### config.mk
export PLATFORM = sky130hd
export DESIGN_NAME = ycbcr_to_rgb_sched
export DESIGN_NICKNAME = d
export VERILOG_FILES = /design/src/rtl/ycbcr_to_rgb_sched.sv
export SDC_FILE = /design/constraint.sdc
export NUM_CORES = 1
export LEC_CHECK = 0
export CORE_MARGIN = 3
export CORE_UTILIZATION = 62
export CTS_BUF_LIST = sky130_fd_sc_hd__clkbuf_16
export DETAILED_ROUTE_END_ITERATION = 16
export HOLD_SLACK_MARGIN = 0.06
export PLACE_DENSITY = 0.93
export SYNTH_ARGS = -nofsm -noshare
export SYNTH_HDL_FRONTEND = slang
export SYNTH_SLANG_ARGS = --single-unit
### constraint.sdc
create_clock -name clk -period 21.2 [get_ports clk]
set_clock_uncertainty 0.1 [all_clocks]
set_input_delay 4.24 -clock clk [delete_from_list [all_inputs] [get_ports clk]]
set_output_delay 4.24 -clock clk [all_outputs]
set_load 0.1 [all_outputs]
### src/rtl/ycbcr_to_rgb_sched.sv
// YCbCr to RGB sequencer: one signed multiplier/accumulator time-shared over R, G, B
// in a fixed six-step schedule, with a shadow/active coefficient bank and a clamped RGB output.
module ycbcr_to_rgb_sched #(
  parameter int COEF_W = 12,
  parameter int FRAC   = 8
) (
  input  logic              clk,
  input  logic              rst_n,
  input  logic              in_valid,
  output logic              in_ready,
  input  logic [7:0]        y_i,
  input  logic [7:0]        cb_i,
  input  logic [7:0]        cr_i,
  output logic              out_valid,
  input  logic              out_ready,
  output logic [7:0]        r_o,
  output logic [7:0]        g_o,
  output logic [7:0]        b_o,
  output logic [1:0]        chan_o,
  output logic              busy_o,
  input  logic              cfg_we,
  input  logic [2:0]        cfg_addr,
  input  logic [COEF_W-1:0] cfg_wdata
);

  localparam int ACC_W  = 8 + FRAC + COEF_W;
  localparam int PROD_W = COEF_W + 9;
  localparam logic signed [ACC_W-1:0] ROUND = ACC_W'(1) << (FRAC - 1);

  typedef enum logic [2:0] {IDLE, R0, R1, G0, G1, B0, B1, OUT} state_t;

  state_t state_reg, state_next;

  logic signed [COEF_W-1:0] shadow_reg [6];
  logic signed [COEF_W-1:0] active_reg [6];

  logic [7:0]              y_reg;
  logic signed [8:0]       dcb_reg, dcr_reg;
  logic signed [ACC_W-1:0] acc_reg;
  logic [7:0]              r_reg, g_reg, b_reg;

  logic                     accept;
  logic [2:0]               coef_idx;
  logic signed [COEF_W-1:0] coef_sel;
  logic signed [8:0]        mult_b;
  logic signed [PROD_W-1:0] prod;
  logic signed [ACC_W-1:0]  prod_ext;
  logic signed [ACC_W-1:0]  base;
  logic signed [ACC_W-1:0]  sum;
  logic [7:0]               clamp;

  // BT.601 full-range defaults at FRAC=8
  function automatic logic signed [COEF_W-1:0] def_coef(input int idx);
    case (idx)
      1:       def_coef = COEF_W'(359);
      2:       def_coef = COEF_W'(-88);
      3:       def_coef = COEF_W'(-183);
      4:       def_coef = COEF_W'(454);
      default: def_coef = '0;
    endcase
  endfunction

  assign in_ready  = (state_reg == IDLE) || ((state_reg == OUT) && out_ready);
  assign accept    = in_valid && in_ready;
  assign out_valid = (state_reg == OUT);
  assign busy_o    = (state_reg != IDLE) && (state_reg != OUT);
  assign r_o       = r_reg;
  assign g_o       = g_reg;
  assign b_o       = b_reg;

  always_ff @(posedge clk) begin
    if (!rst_n) state_reg <= IDLE;
    else        state_reg <= state_next;
  end

  always_comb begin
    state_next = state_reg;
    chan_o     = 2'd3;
    case (state_reg)
      IDLE: if (in_valid) state_next = R0;
      R0:   begin state_next = R1;  chan_o = 2'd0; end
      R1:   begin state_next = G0;  chan_o = 2'd0; end
      G0:   begin state_next = G1;  chan_o = 2'd1; end
      G1:   begin state_next = B0;  chan_o = 2'd1; end
      B0:   begin state_next = B1;  chan_o = 2'd2; end
      B1:   begin state_next = OUT; chan_o = 2'd2; end
      OUT:  if (out_ready) state_next = in_valid ? R0 : IDLE;
      default: state_next = IDLE;
    endcase
  end

  // Even index = Cb coefficient (step 0), odd index = Cr coefficient (step 1)
  always_comb begin
    coef_idx = 3'd0;
    mult_b   = dcb_reg;
    case (state_reg)
      R1: begin coef_idx = 3'd1; mult_b = dcr_reg; end
      G0: coef_idx = 3'd2;
      G1: begin coef_idx = 3'd3; mult_b = dcr_reg; end
      B0: coef_idx = 3'd4;
      B1: begin coef_idx = 3'd5; mult_b = dcr_reg; end
      default: ;
    endcase
  end

  assign coef_sel = active_reg[coef_idx];
  assign prod     = coef_sel * mult_b;
  assign prod_ext = {{(ACC_W - PROD_W){prod[PROD_W-1]}}, prod};
  assign base     = $signed({{COEF_W{1'b0}}, y_reg, {FRAC{1'b0}}}) + ROUND;
  assign sum      = acc_reg + prod_ext;

  always_comb begin
    clamp = sum[FRAC+7:FRAC];
    if (sum[ACC_W-1])               clamp = 8'd0;
    else if (|sum[ACC_W-2:FRAC+8])  clamp = 8'd255;
  end

  // Active bank takes the pre-write shadow value when a write coincides with a handshake
  always_ff @(posedge clk) begin
    for (int i = 0; i < 6; i++) begin
      if (!rst_n) begin
        shadow_reg[i] <= def_coef(i);
        active_reg[i] <= def_coef(i);
      end else begin
        if (cfg_we && (cfg_addr == i[2:0])) shadow_reg[i] <= cfg_wdata;
        if (accept)                         active_reg[i] <= shadow_reg[i];
      end
    end
  end

  always_ff @(posedge clk) begin
    if (!rst_n) begin
      y_reg   <= '0;
      dcb_reg <= '0;
      dcr_reg <= '0;
      acc_reg <= '0;
      r_reg   <= '0;
      g_reg   <= '0;
      b_reg   <= '0;
    end else begin
      if (accept) begin
        y_reg   <= y_i;
        dcb_reg <= $signed({1'b0, cb_i}) - 9'sd128;
        dcr_reg <= $signed({1'b0, cr_i}) - 9'sd128;
      end
      case (state_reg)
        R0, G0, B0: acc_reg <= base + prod_ext;
        R1: begin acc_reg <= sum; r_reg <= clamp; end
        G1: begin acc_reg <= sum; g_reg <= clamp; end
        B1: begin acc_reg <= sum; b_reg <= clamp; end
        default: ;
      endcase
    end
  end

endmodule
# == Yosys cells after proc, flatten, opt, wreduce, memory -nomap -nowiden ==
# Memory sizes are Yosys's and may differ from the RTL's.
# Index checks and enable logic that the tools add are counted.
# W data, S select, Z words.
# classes
add_sub_neg,5
n_mul,1
n_eq_ne,15
muxes,49
bitwise,12
n_reduce_logical,21
# ops
op,count
$mux W12,17
$pmux W28 S2,1
$add A28 B21 Y28,1
$pmux W3 S8,1
$mux W1,23
$add A18 B21 Y22,1
$mul A12 B9 Y21,1
$eq A3 B3 Y1 const B,6
$sub A8 B8 Y9 const B,2
$add A16 B8 Y17 const B,1
$mux W8,2
$pmux W3 S5,1
$eq A3 B2 Y1 const B,4
$or A1 B1 Y1,12
$reduce_or A11 Y1,1
$logic_and A1 B1 Y1,9
$mux W9,1
$eq A3 B1 Y1 const B,2
$logic_not A3 Y1,2
$mux W3,2
$pmux W2 S3,1
$reduce_or A2 Y1,3
$reduce_or A3 Y1,2
$ne A3 B3 Y1 const B,1
6 further kinds,6
# totals
reg_bits,81
mem_bits_rw,144
inputBits,44
wordCells,113
memories,2
# memory_table
name,depth,word_bits,rd,rd_ports_with_merged_regs,wr,line_no,text
active_reg,6,12,1,0,6,35,logic signed [COEF_W-1:0] active_reg [6];
shadow_reg,6,12,6,0,6,34,logic signed [COEF_W-1:0] shadow_reg [6];

# == Logic depth before layout (Yosys ltp) ==
# Gate-level depths: netlist of run 1.
# depth
ltp_word,8
depth_mapped,41
mapped_depth_nobuf,36

# == Worst setup path after synthesis of run 1 ==
# OpenSTA, ideal clock, no wires.
# synth_timing
path_kind,register to register
from,register state_reg[0]
to,register b_reg[4] (netlist: b_o[4])
setup_ns,0.119
t_arrival_ns,9.452
t_required_ns,20.981
setup_slack_ns,11.529
path_stages_with_launch,41
path_buffers,7
synth_period_minus_slack_ns,9.671
cell_sequence,dfxtp_1 -> inv_1 -> ha_1 -> clkbuf_1 -> a21oi_1 -> clkbuf_1 -> clkbuf_1 -> clkbuf_1 -> nand2_1 -> nand2_1 -> clkbuf_1 -> nand2_1 -> fa_1 -> inv_1 -> fa_1 -> inv_1 -> fa_1 -> inv_1 -> [... 5 more ...] -> o41ai_2 -> nand4_2 -> a41o_1 -> a211oi_4 -> or2_2 -> inv_1 -> ha_1 -> and2_1 -> o31a_1 -> or2_1 -> or4_1 -> a31oi_1 -> a311oi_1 -> o21a_1 -> or2_1 -> buf_6 -> buf_6 -> a32o_1
# synth_between
elab_chain_len,8
elab_cells_between_ends,14
# synth_rtl
element,line_no,text
from (decl),32,"state_t state_reg, state_next;"
from (signal assigned),73,else state_reg <= state_next;
"$eq A3 B3 Y1, or another cell as far along","96, 146",
$pmux W3 S5 / $reduce_or A3 Y1 (equally long branches),n/a,
$mem_v2 Z6 W12 / $mux W9 (equally long branches),n/a,
$mul A12 B9 Y21,107,assign prod = coef_sel * mult_b;
$add A28 B21 Y28,110,assign sum = acc_reg + prod_ext;
$reduce_or A11 Y1,115,else if (|sum[ACC_W-2:FRAC+8]) clamp = 8'd255;
$mux W8,115,
$mux W8,114,if (sum[ACC_W-1]) clamp = 8'd0;
to (signal assigned),150,B1: begin acc_reg <= sum; b_reg <= clamp; end
to (decl),40,"logic [7:0] r_reg, g_reg, b_reg;"
# Parallel ways exist; a longest one is shown, timed or not.
# A chain may end at the register's enable or synchronous reset.

# == Worst setup path in the final report of run 1 ==
# layout_timing
from,register state_reg[0]
to,register b_reg[0] (netlist: b_o[0])
# The elaborated chain is that of the path after synthesis.

==> impl_metrics.py, run 1 <==
metrics = {
    "sta": {
        "tightestPinTransition_ps": 1390,
        "fin_crit_sh_pct": 52.1,
        "hold_viol": 0,
        "fmax_mhz": 90.6,
        "setup_violations": 0,
        "rsz0062_at_grt": "no",
        "setup_tns_ps": 0,
        "period_needed_ps": 11040,
        "maxSlewViolCount": 0,
        "relSlewSlack_pct": 6.64,
    },
    "grt": {
        "grtUsageMet2_pct": 51.7,
        "use_met3_pct": 5.37,
        "grt_start_max_net_pins": 74,
        "grt_pass1_vias": 12900,
        "grt_overflow_total": 0,
        "busiest_layer": "met2",
        "grt_pass1_wl_mm": 66.5,
        "met1_usage_pct": 41.2,
        "antenna_found_initial": 0,
        "grt_usage_pct": 31.4,
    },
    "setup_path": {
        "path_class": "flip-flop to flip-flop",
        "crit_required_ps": 21510,
        "crit_path_frequent_cell": "fa_1",
        "critPathMaxFanout": 47,
        "r2r_end": "b_o[0]",
        "slowest_stage": "xor2_1",
        "r2r_start": "state_reg[0]",
        "cp-end-kind": "flip-flop",
        "startpoint_type": "flip-flop",
        "crit_end": "b_o[0]",
        "crit_cells": 32,
        "critPathTopFamily": "adder cells",
        "critical-path-max-stage-delay_ps": 850,
        "path_buf_inv": 4,
        "rrSetupSlack_ps": 10160,
        "reg2reg_depth": 32,
        "crit_start": "state_reg[0]",
        "cp.arrival_ps": 11340,
    },
    "route": {
        "drt_first_pass_iters": 5,
        "drc": 0,
        "wl_per_cell_microns": 21.4,
        "drt_iter0_drc": 1641,
        "antenna_left": 0,
        "viasPerCell": 6.65,
        "drt-total-wl_mm": 41.3,
        "vias": 12900,
    },
    "die": {
        "start_util_pct": 63.8,
        "core_sq_um": 23800,
        "die_area_sq_um": 26400,
        "row_count": 56,
        "die_w_microns": 162,
        "io_pins": 73,
        "die_y_microns": 162,
    },
    "yosys": {
        "ys_seq_area_share_pct": 39.0,
        "syn_area_sq_um": 15200,
        "async_flop_share_pct": 0,
        "synth_seq_cells": 223,
        "avgSynthCellArea_sq_um": 9.69,
        "synth_ff_type": "edfxtp_1",
        "synth-edff-count": 144,
        "synth_nets": 1784,
        "ys_warn_count": 0,
        "syn_inst": 1564,
        "yosysUniqueCellTypes": 73,
    },
    "clock_tree": {
        "cts.clk_slew.worst_paths_ps": 70,
        "clock_latency_ps": 520,
        "cts_max_level": 1,
        "cts_tree": "done",
        "clock_sinks": 223,
        "post_cts_buffers": 0,
        "cts_hold_buf": 0,
        "clock_tree.buffer_depth": 3,
        "cts_buffers": 23,
        "root_buffer": "clkbuf_16",
        "post_cts_resized": 0,
    },
    "hold_path": {
        "hold_path_depth": 2,
        "hp-class": "flip-flop to flip-flop",
    },
    "placement": {
        "gpl.final_weighted_congestion": 1.02,
        "dp_hpwl_mm": 28.2,
        "dpl_cell_area_sq_um": 16100,
        "io_buffer_count": 72,
    },
    "layout": {
        "fin_nets": 1818,
        "diodes": 0,
        "final_common_cell": "nand2_1",
        "final_area_sq_um": 16900,
        "layout_common_cells": "nand2_1 (203), edfxtp_1 (144), nor2_1 (111)",
        "layout-drive-gt1-share_pct": 5.08,
        "fill_cells": 1484,
        "area_growth_syn_to_layout_pct": 11.3,
    },
    "run": {
        "cap_violations": 0,
    },
    "outcome": {
        "status": "finished, final reports clean",
    },
}
[per-stage QoR]
step                      utilization (%)  setup WS [ps]  hold slack, ps  instances
after floorplan                         -          11530             336       1564
final                                71.0          10160             373       1934
after global routing                 71.0           9600             391       1934
after global placement               67.8          10870             346       1892
after detailed placement             67.8          10550             352       1892
after CTS                            71.0          10420             367       1934
[kinds of logic (layout without fill, tap and decap cells)]
kind of cell    Yosys count  in the layout  share of synthesized area (%)
buf+inv                 190            241                           4.90
flops                   223            223                           39.0
compound gates          302            302                           13.5
mux                      19             19                           1.42
simple gates            613            613                           19.7
xor+xnor                 41             41                           2.37
fa+ha+maj               176            176                           19.1
[synth_stat cells, types with 4 or more instances]
cell type,count,area (sq um)
or4_1,5,37.5
dfxtp_1,79,1580
a32o_1,24,240
a21oi_1,81,405
nand2b_1,17,106
and3_1,54,338
inv_1,107,402
o21bai_1,4,30.0
nor2b_1,4,25.0
a31oi_1,10,62.6
o21ai_0,61,305
xor2_1,16,140
xnor2_1,25,219
nand3_1,58,290
fa_1,93,1860
edfxtp_1,144,4320
a311oi_1,4,35.0
o211ai_1,10,75.1
or2_2,5,31.3
mux2i_1,17,170
buf_2,5,25.0
a21o_1,15,113
nor2_1,111,417
o31a_1,7,61.3
and4_1,4,35.0
clkbuf_1,67,251
nand4_1,6,37.5
and2_1,57,357
a211oi_1,17,128
nor4_1,6,37.5
ha_1,83,1040
nand2_1,204,766
nor3_1,19,95.1
or3_1,52,325
o21ai_1,8,40.0
buf_1,7,26.3
o21a_1,22,165
[final cells by class]
type                       count  area (sq um)  share of cell area, %
inverter                     108           405                   2.40
clock buffer                  24           601                   3.56
clock inverter                18           155                  0.920
tap                          319           399                   2.37
timing repair buffer          91           858                   5.09
multi-input combinational   1151          8540                   50.7
sequential                   223          5910                   35.0
[routing by layer]
layer  part of all wire (%)  routed length, microns
met1                     37                   15300
met4                    4.5                    1880
met3                     11                    4660
met5                      0                       0
met2                     47                   19400
[worst min-delay path, stage by stage, from the launching register on]
cell     delay (ps)
dfxtp_1         320
nand2_1          50
a21oi_1          60
[worst min path at each step]
stage	startpoint	end
after floorplan	dcr_reg[6]	dcr_reg[6]
after global placement	dcb_reg[2]	dcb_reg[2]
after detailed placement	acc_reg[13]	acc_reg[13]
after CTS	acc_reg[13]	acc_reg[13]
after global routing	dcr_reg[1]	dcr_reg[1]
final	y_reg[7]	y_reg[7]
Power of run 1 is left out: the tool's default activity adds up to more than one toggle a clock period on the data nets, which glitch-free logic cannot reach.
==> inputs of run 2 (changes only) <==
--- a/config.mk
+++ b/config.mk
@@ -6,11 +6,11 @@
 export NUM_CORES = 1
 export LEC_CHECK = 0
 export CORE_MARGIN = 3
-export CORE_UTILIZATION = 62
+export CORE_UTILIZATION = 56
 export CTS_BUF_LIST = sky130_fd_sc_hd__clkbuf_16
 export DETAILED_ROUTE_END_ITERATION = 16
 export HOLD_SLACK_MARGIN = 0.06
-export PLACE_DENSITY = 0.93
+export PLACE_DENSITY = 0.89
 export SYNTH_ARGS = -nofsm -noshare
 export SYNTH_HDL_FRONTEND = slang
 export SYNTH_SLANG_ARGS = --single-unit
==> constraint.sdc (replaced) <==
create_clock -name clk -period 9.74 [get_ports clk]
set_clock_uncertainty 0.1 [all_clocks]
set_input_delay 1.948 -clock clk [delete_from_list [all_inputs] [get_ports clk]]
set_output_delay 1.948 -clock clk [all_outputs]
set_load 0.1 [all_outputs]
==> impl_metrics.py, run 2 (same netlist as run 1, synthesis figures left out) <==
metrics = {
    "outcome": {
        "status": "finished, final reports clean",
    },
    "placement": {
        "dp_hpwl_mm": 28.8,
        "gpl.final_weighted_congestion": 0.933,
        "io_buffer_count": 72,
        "numPlacedInstances": 1940,
    },
    "route": {
        "drt_iter0_drc": 1298,
        "vias": 12500,
        "drt_first_pass_iters": 6,
        "viasPerCell": 6.27,
        "antenna_left": 0,
        "drc": 0,
        "wl_per_cell_microns": 20.5,
        "drt-total-wl_mm": 40.8,
    },
    "grt": {
        "grt_pass1_vias": 12300,
        "grt_overflow_total": 0,
        "grt_usage_pct": 27.1,
        "grt_start_max_net_pins": 75,
        "antenna_found_initial": 0,
        "grt_pass1_wl_mm": 63.4,
    },
    "layout": {
        "fin_nets": 1857,
        "area_growth_syn_to_layout_pct": 14.9,
        "layout-drive-gt1-share_pct": 8.95,
        "layout_common_cells": "nand2_1 (202), edfxtp_1 (144), nor2_1 (111)",
        "layout.cells.non_filler": 1988,
        "utilization_pct": 66.1,
        "diodes": 0,
        "final_common_cell": "nand2_1",
    },
    "die": {
        "row_count": 59,
        "die_y_microns": 171,
        "die_area_sq_um": 29100,
        "core_sq_um": 26400,
        "start_util_pct": 57.5,
        "die_w_microns": 171,
        "io_pins": 73,
    },
    "clock_tree": {
        "cts_buffers": 22,
        "clock_sinks": 223,
        "root_buffer": "clkbuf_16",
        "clock_tree.buffer_depth": 3,
        "cts_max_level": 1,
        "cts.clk_slew.worst_paths_ps": 70,
        "clock_latency_ps": 520,
        "cts_tree": "done",
    },
    "sta": {
        "tightestPinTransition_ps": 1290,
        "hold_viol": 0,
        "setup_violations": 0,
        "maxSlewViolCount": 0,
        "fin_crit_sh_pct": 96.8,
        "relSlewSlack_pct": 13.4,
        "timing.hold.ws_ps": 362,
        "period_needed_ps": 9430,
        "fmax_mhz": 106,
    },
    "setup_path": {
        "crit_path_frequent_cell": "inv_1",
        "critical-path-max-stage-delay_ps": 550,
        "cp.arrival_ps": 9740,
        "critPathMaxFanout": 25,
        "crit_required_ps": 10050,
        "critPathTopFamily": "adder cells",
        "path_class": "flip-flop to flip-flop",
        "path_buf_inv": 7,
        "cp-end-kind": "flip-flop",
        "startpoint_type": "flip-flop",
        "slowest_stage": "fa_1",
    },
    "run": {
        "cap_violations": 0,
    },
    "hold_path": {
        "hp-class": "flip-flop to flip-flop",
    },
}
## run 2: final timing paths
| kind | start | end | cells after the start | slack (ps) |
|---|---|---|---|---|
| worst max-delay path | state_reg[0] | g_o[0] | 38 | 310 |
| worst max register to register | state_reg[0] | g_o[0] | 38 | 310 |
| worst min-delay path | y_reg[1] | y_reg[1] | 2 | 360 |
| worst min register to register | y_reg[1] | y_reg[1] | 2 | 360 |
## run 2: cell type report
cell class	count	area (sq um)
sequential	223	5910
inverter	108	409
tap	335	419
timing repair buffer	129	1190
multi-input combinational	1153	8760
clock inverter	18	176
fill	1843	8940
clock buffer	22	551
## run 2: routing by layer
layer  vias to the layer above  global-route usage (%)  share of wire (%)
met5                         -                       0                  0
met1                      5959                    34.1                 38
met4                         0                    12.6                4.7
li1                       5670                       -                  -
met3                       138                    3.14                7.8
met2                       699                    47.0                 50
## run 2: worst min-delay path: stages (launching register included)
cell	delay, ps
dfxtp_1	310
nand2_1	50
a21oi_1	50
## run 2: timing repair
action | 4_1_cts | 5_1_grt
gates cloned | 0 | 2
buffers inserted | 1 | 5
gates resized for setup | 9 | 41
setup endpoints to repair | 24 | 26
pin swaps | 1 | 10
hold endpoints to repair | 0 | 0
hold buffers | 0 | 0
## run 2: per-stage QoR
step	setup TNS [ps]	instance area [sq um]	worst slack [ps]
after floorplan	0	15200	68.9
after global placement	0	16400	57.3
after detailed placement	-6580	16400	-298
after CTS	0	17200	46.8
after global routing	-1070	17400	-84.3
final	0	17400	314
Power of run 2 is left out for the same reason.
